### config.mk
export PLATFORM = sky130hd
export DESIGN_NAME = button_conditioner_flat
export DESIGN_NICKNAME = d
export VERILOG_FILES = /design/src/rtl/lights_pkg.sv /design/src/rtl/button_conditioner_if.sv /design/src/rtl/debouncer.sv /design/src/rtl/button_conditioner.sv /design/src/flat_wrapper.sv
export SDC_FILE = /design/constraint.sdc
export NUM_CORES = 1
export LEC_CHECK = 0
export CAP_MARGIN = 20
export CORE_ASPECT_RATIO = 1.75
export CORE_MARGIN = 3
export CORE_UTILIZATION = 40
export CTS_CLUSTER_SIZE = 25
export DETAILED_ROUTE_END_ITERATION = 8
export GPL_TIMING_DRIVEN = 0
export SLEW_MARGIN = 20
export SYNTH_ARGS = -nofsm -noshare
export SYNTH_HDL_FRONTEND = slang
export SYNTH_SLANG_ARGS = --single-unit
### constraint.sdc
create_clock -name clk -period 5.7 [get_ports clk]
set_input_delay 1.71 -clock clk [delete_from_list [all_inputs] [get_ports clk]]
set_output_delay 1.71 -clock clk [all_outputs]
set_load 0.02 [all_outputs]
### src/rtl/lights_pkg.sv
// Types and timing defaults shared by the push-button conditioner and the
// colour-sequencing stage of the traffic-light demo.
package lights_pkg;

  typedef enum logic [1:0] {
    LT_IDLE   = 2'd0,
    LT_HOLD   = 2'd1,
    LT_REPEAT = 2'd2
  } btn_state_e;

  localparam int DEF_DEBOUNCE_CYCLES = 4;
  localparam int DEF_HOLD_CYCLES     = 8;
  localparam int DEF_REPEAT_CYCLES   = 3;
  localparam int DEF_COUNT_W         = 8;

  // Bits needed to count 0..n-1, never fewer than one.
  function automatic int clog2_min1(input int n);
    return (n <= 1) ? 1 : $clog2(n);
  endfunction

  function automatic int max_int(input int a, input int b);
    return (a > b) ? a : b;
  endfunction

endpackage

### src/rtl/button_conditioner_if.sv
// Signal bundle between the board-side button logic and its conditioner.
interface button_conditioner_if
  import lights_pkg::*;
#(
  parameter int COUNT_W = DEF_COUNT_W
) ();

  logic               button_raw;
  logic               repeat_en;
  logic               press;
  logic               level;
  logic               held;
  logic [COUNT_W-1:0] press_count;

  modport master (
    output button_raw, repeat_en,
    input  press, level, held, press_count
  );

  modport slave (
    input  button_raw, repeat_en,
    output press, level, held, press_count
  );

endinterface

### src/rtl/debouncer.sv
// Two-flop synchroniser plus consecutive-sample debounce; o_rise/o_fall flag
// the edge at which the registered level is about to flip.
module debouncer
  import lights_pkg::*;
#(
  parameter int DEBOUNCE_CYCLES = DEF_DEBOUNCE_CYCLES
) (
  input  logic clk,
  input  logic rst_n,
  input  logic i_raw,
  output logic o_level,
  output logic o_rise,
  output logic o_fall
);

  localparam int               CNT_W    = clog2_min1(DEBOUNCE_CYCLES);
  localparam logic [CNT_W-1:0] CNT_LAST = CNT_W'(DEBOUNCE_CYCLES - 1);

  logic             r_s1;
  logic             r_s2;
  logic             r_level;
  logic [CNT_W-1:0] r_cnt;
  logic             w_differ;
  logic             w_flip;

  assign w_differ = (r_s2 != r_level);
  assign w_flip   = w_differ && (r_cnt == CNT_LAST);

  always_ff @(posedge clk) begin
    if (!rst_n) begin
      r_s1    <= 1'b0;
      r_s2    <= 1'b0;
      r_level <= 1'b0;
      r_cnt   <= '0;
    end else begin
      r_s1 <= i_raw;
      r_s2 <= r_s1;
      if (!w_differ) begin
        r_cnt <= '0;
      end else if (!w_flip) begin
        r_cnt <= r_cnt + CNT_W'(1);
      end else begin
        r_level <= r_s2;
        r_cnt   <= '0;
      end
    end
  end

  assign o_level = r_level;
  assign o_rise  = w_flip && r_s2;
  assign o_fall  = w_flip && !r_s2;

endmodule

### src/rtl/button_conditioner.sv
// Turns the raw button pin into single-cycle press strobes with optional
// auto-repeat while held, plus a wrapping press counter for debug.
module button_conditioner
  import lights_pkg::*;
#(
  parameter int DEBOUNCE_CYCLES = DEF_DEBOUNCE_CYCLES,
  parameter int HOLD_CYCLES     = DEF_HOLD_CYCLES,
  parameter int REPEAT_CYCLES   = DEF_REPEAT_CYCLES,
  parameter int COUNT_W         = DEF_COUNT_W
) (
  input logic                 clk,
  input logic                 rst_n,
  button_conditioner_if.slave bus
);

  localparam int                TICK_W    = clog2_min1(max_int(HOLD_CYCLES, REPEAT_CYCLES));
  localparam logic [TICK_W-1:0] HOLD_LAST = TICK_W'(HOLD_CYCLES - 1);
  localparam logic [TICK_W-1:0] REP_LAST  = TICK_W'(REPEAT_CYCLES - 1);

  localparam logic [1:0] ST_IDLE   = LT_IDLE;
  localparam logic [1:0] ST_HOLD   = LT_HOLD;
  localparam logic [1:0] ST_REPEAT = LT_REPEAT;

  logic               w_level;
  logic               w_rise;
  logic               w_fall;
  logic [1:0]         r_state;
  logic [1:0]         w_state_next;
  logic [TICK_W-1:0]  r_tick;
  logic [TICK_W-1:0]  w_tick_next;
  logic               r_press;
  logic               w_press_next;
  logic               r_held;
  logic [COUNT_W-1:0] r_press_count;

  debouncer #(
    .DEBOUNCE_CYCLES(DEBOUNCE_CYCLES)
  ) u_debouncer (
    .clk    (clk),
    .rst_n  (rst_n),
    .i_raw  (bus.button_raw),
    .o_level(w_level),
    .o_rise (w_rise),
    .o_fall (w_fall)
  );

  // A debounced fall is tested first in every held state so it beats a tick expiry.
  always_comb begin
    w_state_next = r_state;
    w_tick_next  = r_tick;
    w_press_next = 1'b0;
    case (r_state)
      ST_IDLE: begin
        if (w_rise) begin
          w_state_next = ST_HOLD;
          w_tick_next  = '0;
          w_press_next = 1'b1;
        end
      end
      ST_HOLD: begin
        if (w_fall) begin
          w_state_next = ST_IDLE;
        end else if (bus.repeat_en && (r_tick >= HOLD_LAST)) begin
          w_state_next = ST_REPEAT;
          w_tick_next  = '0;
          w_press_next = 1'b1;
        end else if (r_tick < HOLD_LAST) begin
          w_tick_next = r_tick + TICK_W'(1);
        end
      end
      ST_REPEAT: begin
        if (w_fall) begin
          w_state_next = ST_IDLE;
        end else if (!bus.repeat_en) begin
          w_state_next = ST_HOLD;
        end else if (r_tick >= REP_LAST) begin
          w_tick_next  = '0;
          w_press_next = 1'b1;
        end else begin
          w_tick_next = r_tick + TICK_W'(1);
        end
      end
      default: begin
        w_state_next = ST_IDLE;
        w_tick_next  = '0;
      end
    endcase
  end

  always_ff @(posedge clk) begin
    if (!rst_n) begin
      r_state       <= ST_IDLE;
      r_tick        <= '0;
      r_press       <= 1'b0;
      r_held        <= 1'b0;
      r_press_count <= '0;
    end else begin
      r_state <= w_state_next;
      r_tick  <= w_tick_next;
      r_press <= w_press_next;
      r_held  <= (w_state_next == ST_REPEAT);
      if (w_press_next) begin
        r_press_count <= r_press_count + COUNT_W'(1);
      end
    end
  end

  assign bus.press       = r_press;
  assign bus.level       = w_level;
  assign bus.held        = r_held;
  assign bus.press_count = r_press_count;

endmodule

### src/flat_wrapper.sv
// flat-port wrapper written by rule: the top's interface ports become plain ports
module button_conditioner_flat import lights_pkg::*;
#(
  parameter int DEBOUNCE_CYCLES = DEF_DEBOUNCE_CYCLES,
  parameter int HOLD_CYCLES     = DEF_HOLD_CYCLES,
  parameter int REPEAT_CYCLES   = DEF_REPEAT_CYCLES,
  parameter int COUNT_W         = DEF_COUNT_W
)
  (clk, rst_n, bus_button_raw, bus_repeat_en, bus_press, bus_level, bus_held, bus_press_count);
  button_conditioner_if #(.COUNT_W(COUNT_W)) bus_i ();
  input logic clk;
  input logic rst_n;
  input wire logic [$bits(bus_i.button_raw)-1:0] bus_button_raw;
  input wire logic [$bits(bus_i.repeat_en)-1:0] bus_repeat_en;
  output wire logic [$bits(bus_i.press)-1:0] bus_press;
  output wire logic [$bits(bus_i.level)-1:0] bus_level;
  output wire logic [$bits(bus_i.held)-1:0] bus_held;
  output wire logic [$bits(bus_i.press_count)-1:0] bus_press_count;
  assign bus_i.button_raw = bus_button_raw;
  assign bus_i.repeat_en = bus_repeat_en;
  assign bus_press = bus_i.press;
  assign bus_level = bus_i.level;
  assign bus_held = bus_i.held;
  assign bus_press_count = bus_i.press_count;
  button_conditioner #(.DEBOUNCE_CYCLES(DEBOUNCE_CYCLES), .HOLD_CYCLES(HOLD_CYCLES), .REPEAT_CYCLES(REPEAT_CYCLES), .COUNT_W(COUNT_W)) u_core (.clk(clk), .rst_n(rst_n), .bus(bus_i));
endmodule
==> impl_metrics.yaml <==
status:
  status: "finished clean"
die:
  die_h_um: 76.4
  die-area_um2: 3530
  num_rows: 24
  ios: 15
  die_w_um: 46.2
  start_util_pct: 43.4
  fp.coreArea_um2: 2610
clocking:
  numCtsBuffers: 3
  clockBufferDepth: 2
  insertion_delay_ns: 0.26
  cts_tree: "yes"
  ctsHoldBuffers: 0
  cts-root-buf: "clkbuf_8"
  path_clk_slew_ns: 0.07
  cts_setup_buffers: 0
  cts_sinks: 20
  htreeDepth: 1
  cts-resized-gates: 0
grt:
  grt_first_pass_wirelength_mm: 4.03
  grt_max_degree: 13
  overflow: 0
  grt_pass1_vias: 914
  antenna_found_initial: 0
  grt_usage_pct: 15.0
timing:
  rsz0062_at_grt: "no"
  finalSetupViolations: 0
  clock.fmax_mhz: 331
  timing_hold_violations_final: 0
  hold_ws_ns: 0.438
  worstMarginPinSlew_ns: 0.430
  slew_headroom_pct: 71.3
  clock-skew-final_ns: 0.00393
  tns_ns: 0
  fin_crit_ns: 3.02
  post-route-period-util_pct: 53.1
  drv_slew: 0
yosys:
  ys_top_cells_by_count: "dfxtp_1 (20), nand2_1 (12), ha_1 (9)"
  async_flop_share_pct: 0
  yosys-top-cells-area: "dfxtp_1 (35%), ha_1 (9.9%), nand2_1 (4.0%)"
  synthMuxAreaShare_pct: 3.53
  synth_cell_type_count: 40
  syn-cell-area_um2: 1130
  synth_seq_cells: 20
  synth_warnings: 0
  syn-num-nets: 134
  seq_area_frac_synth_pct: 35.3
  synth-main-ff-cell: "dfxtp_1"
  yosysMostFrequentCell: "dfxtp_1"
  synth_top_cell_by_area: "dfxtp_1"
  yosysTopAreaCellShare_pct: 35.3
  avgSynthCellArea_um2: 9.37
  synth-xor-area-share_pct: 3.09
  netlist_instances: 121
  synth_compound_area_share_pct: 20.0
  synthAdderAreaFrac_pct: 9.93
  synth_top_family_by_area: "simple AND/OR/NAND/NOR gates"
  synth-simple-area-share_pct: 25.3
  synth_edf_count: 0
layout:
  fin_area_um2: 1370
  final_net_count: 152
  n_antenna_cell: 0
  area_delta_synth_final_pct: 20.6
  drive_gt1_share_pct: 7.97
  final_util_pct: 52.3
critical_path:
  crit_path_max_incr_delay_ns: 0.65
  start_kind: "flip-flop"
  cp_slowest_cell: "clkdlybuf4s50_1"
  crit_chain: "clkdlybuf4s50_1"
  cp.required_ns: 3.99
  critPathTopFamily: "buffers and inverters"
  critical_path_class: "reg -> out"
  end_kind: "output port"
  critPathMaxFanout: 4
  crit_buf_inv: 1
  worst_ep_arrival_time_ns: 1.31
  rrSetupSlack_ns: 3.68
drt:
  ant_nets: 0
  dr_total_vias: 919
  finalWirelength_mm: 2.31
  drc: 0
  first_pass_iters: 4
  vias_per_cell: 5.60
  post_drt_wl_per_cell_um: 14.1
  dr.first_iter.drc_count: 18
placement:
  hpwlAfterDp_mm: 1.83
  gp_congestion: 0.796
  post_dp_cell_area_um2: 1300
  io_buffer_count: 13
power:
  powerDensity_nw_per_um2: 211
  ir_drop_mv: 0.152
  p_leak_nw: 0.508
job:
  max-cap-violations: 0
hold_path:
  hp-class: "reg -> reg"
==> kinds of logic after synthesis <==
group / after synthesis
xor+xnor: 4
mux: 4
flops: 20
fa+ha+maj: 9
compound gates: 28
simple gates: 48
buf+inv: 8
==> per-stage QoR <==
| stage | total power, W | setup WS (ns) | cells |
|---|---|---|---|
| 3_3_place_gp | 0.000152 | 2.56 | 160 |
| 5_1_grt | 0.000301 | 2.61 | 164 |
| 4_1_cts | 0.000293 | 2.66 | 164 |
| 2_1_floorplan | 0.000149 | 2.87 | 121 |
| 6_report | 0.000289 | 2.68 | 164 |
| 3_5_place_dp | 0.000152 | 2.53 | 160 |
==> flip-flops by register name, summed over array words and instances (netlist names) <==
name and count:
u_core.bus.press_count 8, u_core.u_debouncer.r_s2 1, u_core.r_state 2, u_core.r_tick 3, u_core.bus.held 1, u_core.bus.press 1
u_core.u_debouncer.r_cnt 2, u_core.u_debouncer.r_s1 1, u_core.u_debouncer.o_level 1
==> power by group <==
| part | leakage (nW) | switching (W) | internal (W) |
|---|---|---|---|
| Clock | 0.0357 | 0.0000461 | 0.0000937 |
| Sequential | 0.162 | 0.000000649 | 0.000140 |
| Combinational | 0.311 | 0.00000421 | 0.00000341 |
| Total | 0.508 | 0.0000510 | 0.000238 |
==> routing by layer <==
| metal | share of wire, % | global-route usage, % | vias up | routed length (um) |
|---|---|---|---|---|
| met4 | 1.8 | 6.84 | 0 | 41 |
| met1 | 41 | 16.8 | 434 | 945 |
| li1 | - | - | 468 | - |
| met5 | 0 | 0 | - | 0 |
| met2 | 55 | 26.0 | 13 | 1280 |
| met3 | 1.9 | 2.13 | 4 | 43 |
==> cell usage in the layout, fill, tap and decap left out, types with 2 or more instances in the layout <==
cell             count
dfxtp_1             20
clkdlybuf4s50_1     13
nand2_1             12
ha_1                 9
nand2b_1             7
and2_1               7
nor2_1               5
inv_1                4
o21ai_0              4
mux2i_1              4
nand4b_1             3
o21ai_1              3
a21boi_0             3
nor2b_1              3
o22ai_1              3
xnor2_1              3
clkbuf_8             3
buf_2                2
o31ai_1              2
or3_1                2
clkbuf_1             2
a21oi_1              2
o2111ai_1            2
==> path summary, 6_finish.rpt <==
kind,from,endpoint,cells past startpoint
hold reg to reg,u_core.u_debouncer.r_s1$_SDFF_PN0_,u_core.u_debouncer.r_s2$_SDFF_PN0_,1
setup / recovery,u_core.bus.press_count[4]$_SDFFE_PN0P_,bus_press_count[4],1
hold / removal,u_core.u_debouncer.r_s1$_SDFF_PN0_,u_core.u_debouncer.r_s2$_SDFF_PN0_,1
setup reg to reg,u_core.r_tick[0]$_SDFFE_PN0P_,u_core.bus.press_count[1]$_SDFFE_PN0P_,7
==> area by class of cell <==
cell class / instances / area (um^2)
flip-flops and latches: 20 / 400
plain buffers: 4 / 17.5
clock inverters: 1 / 30.0
multi-input cells: 93 / 701
inverters: 4 / 15.0
repair buffers: 13 / 130
well taps: 26 / 32.5
fillers: 265 / 1240
clock buffers: 3 / 41.3
(Power assumes the default switching activity.)
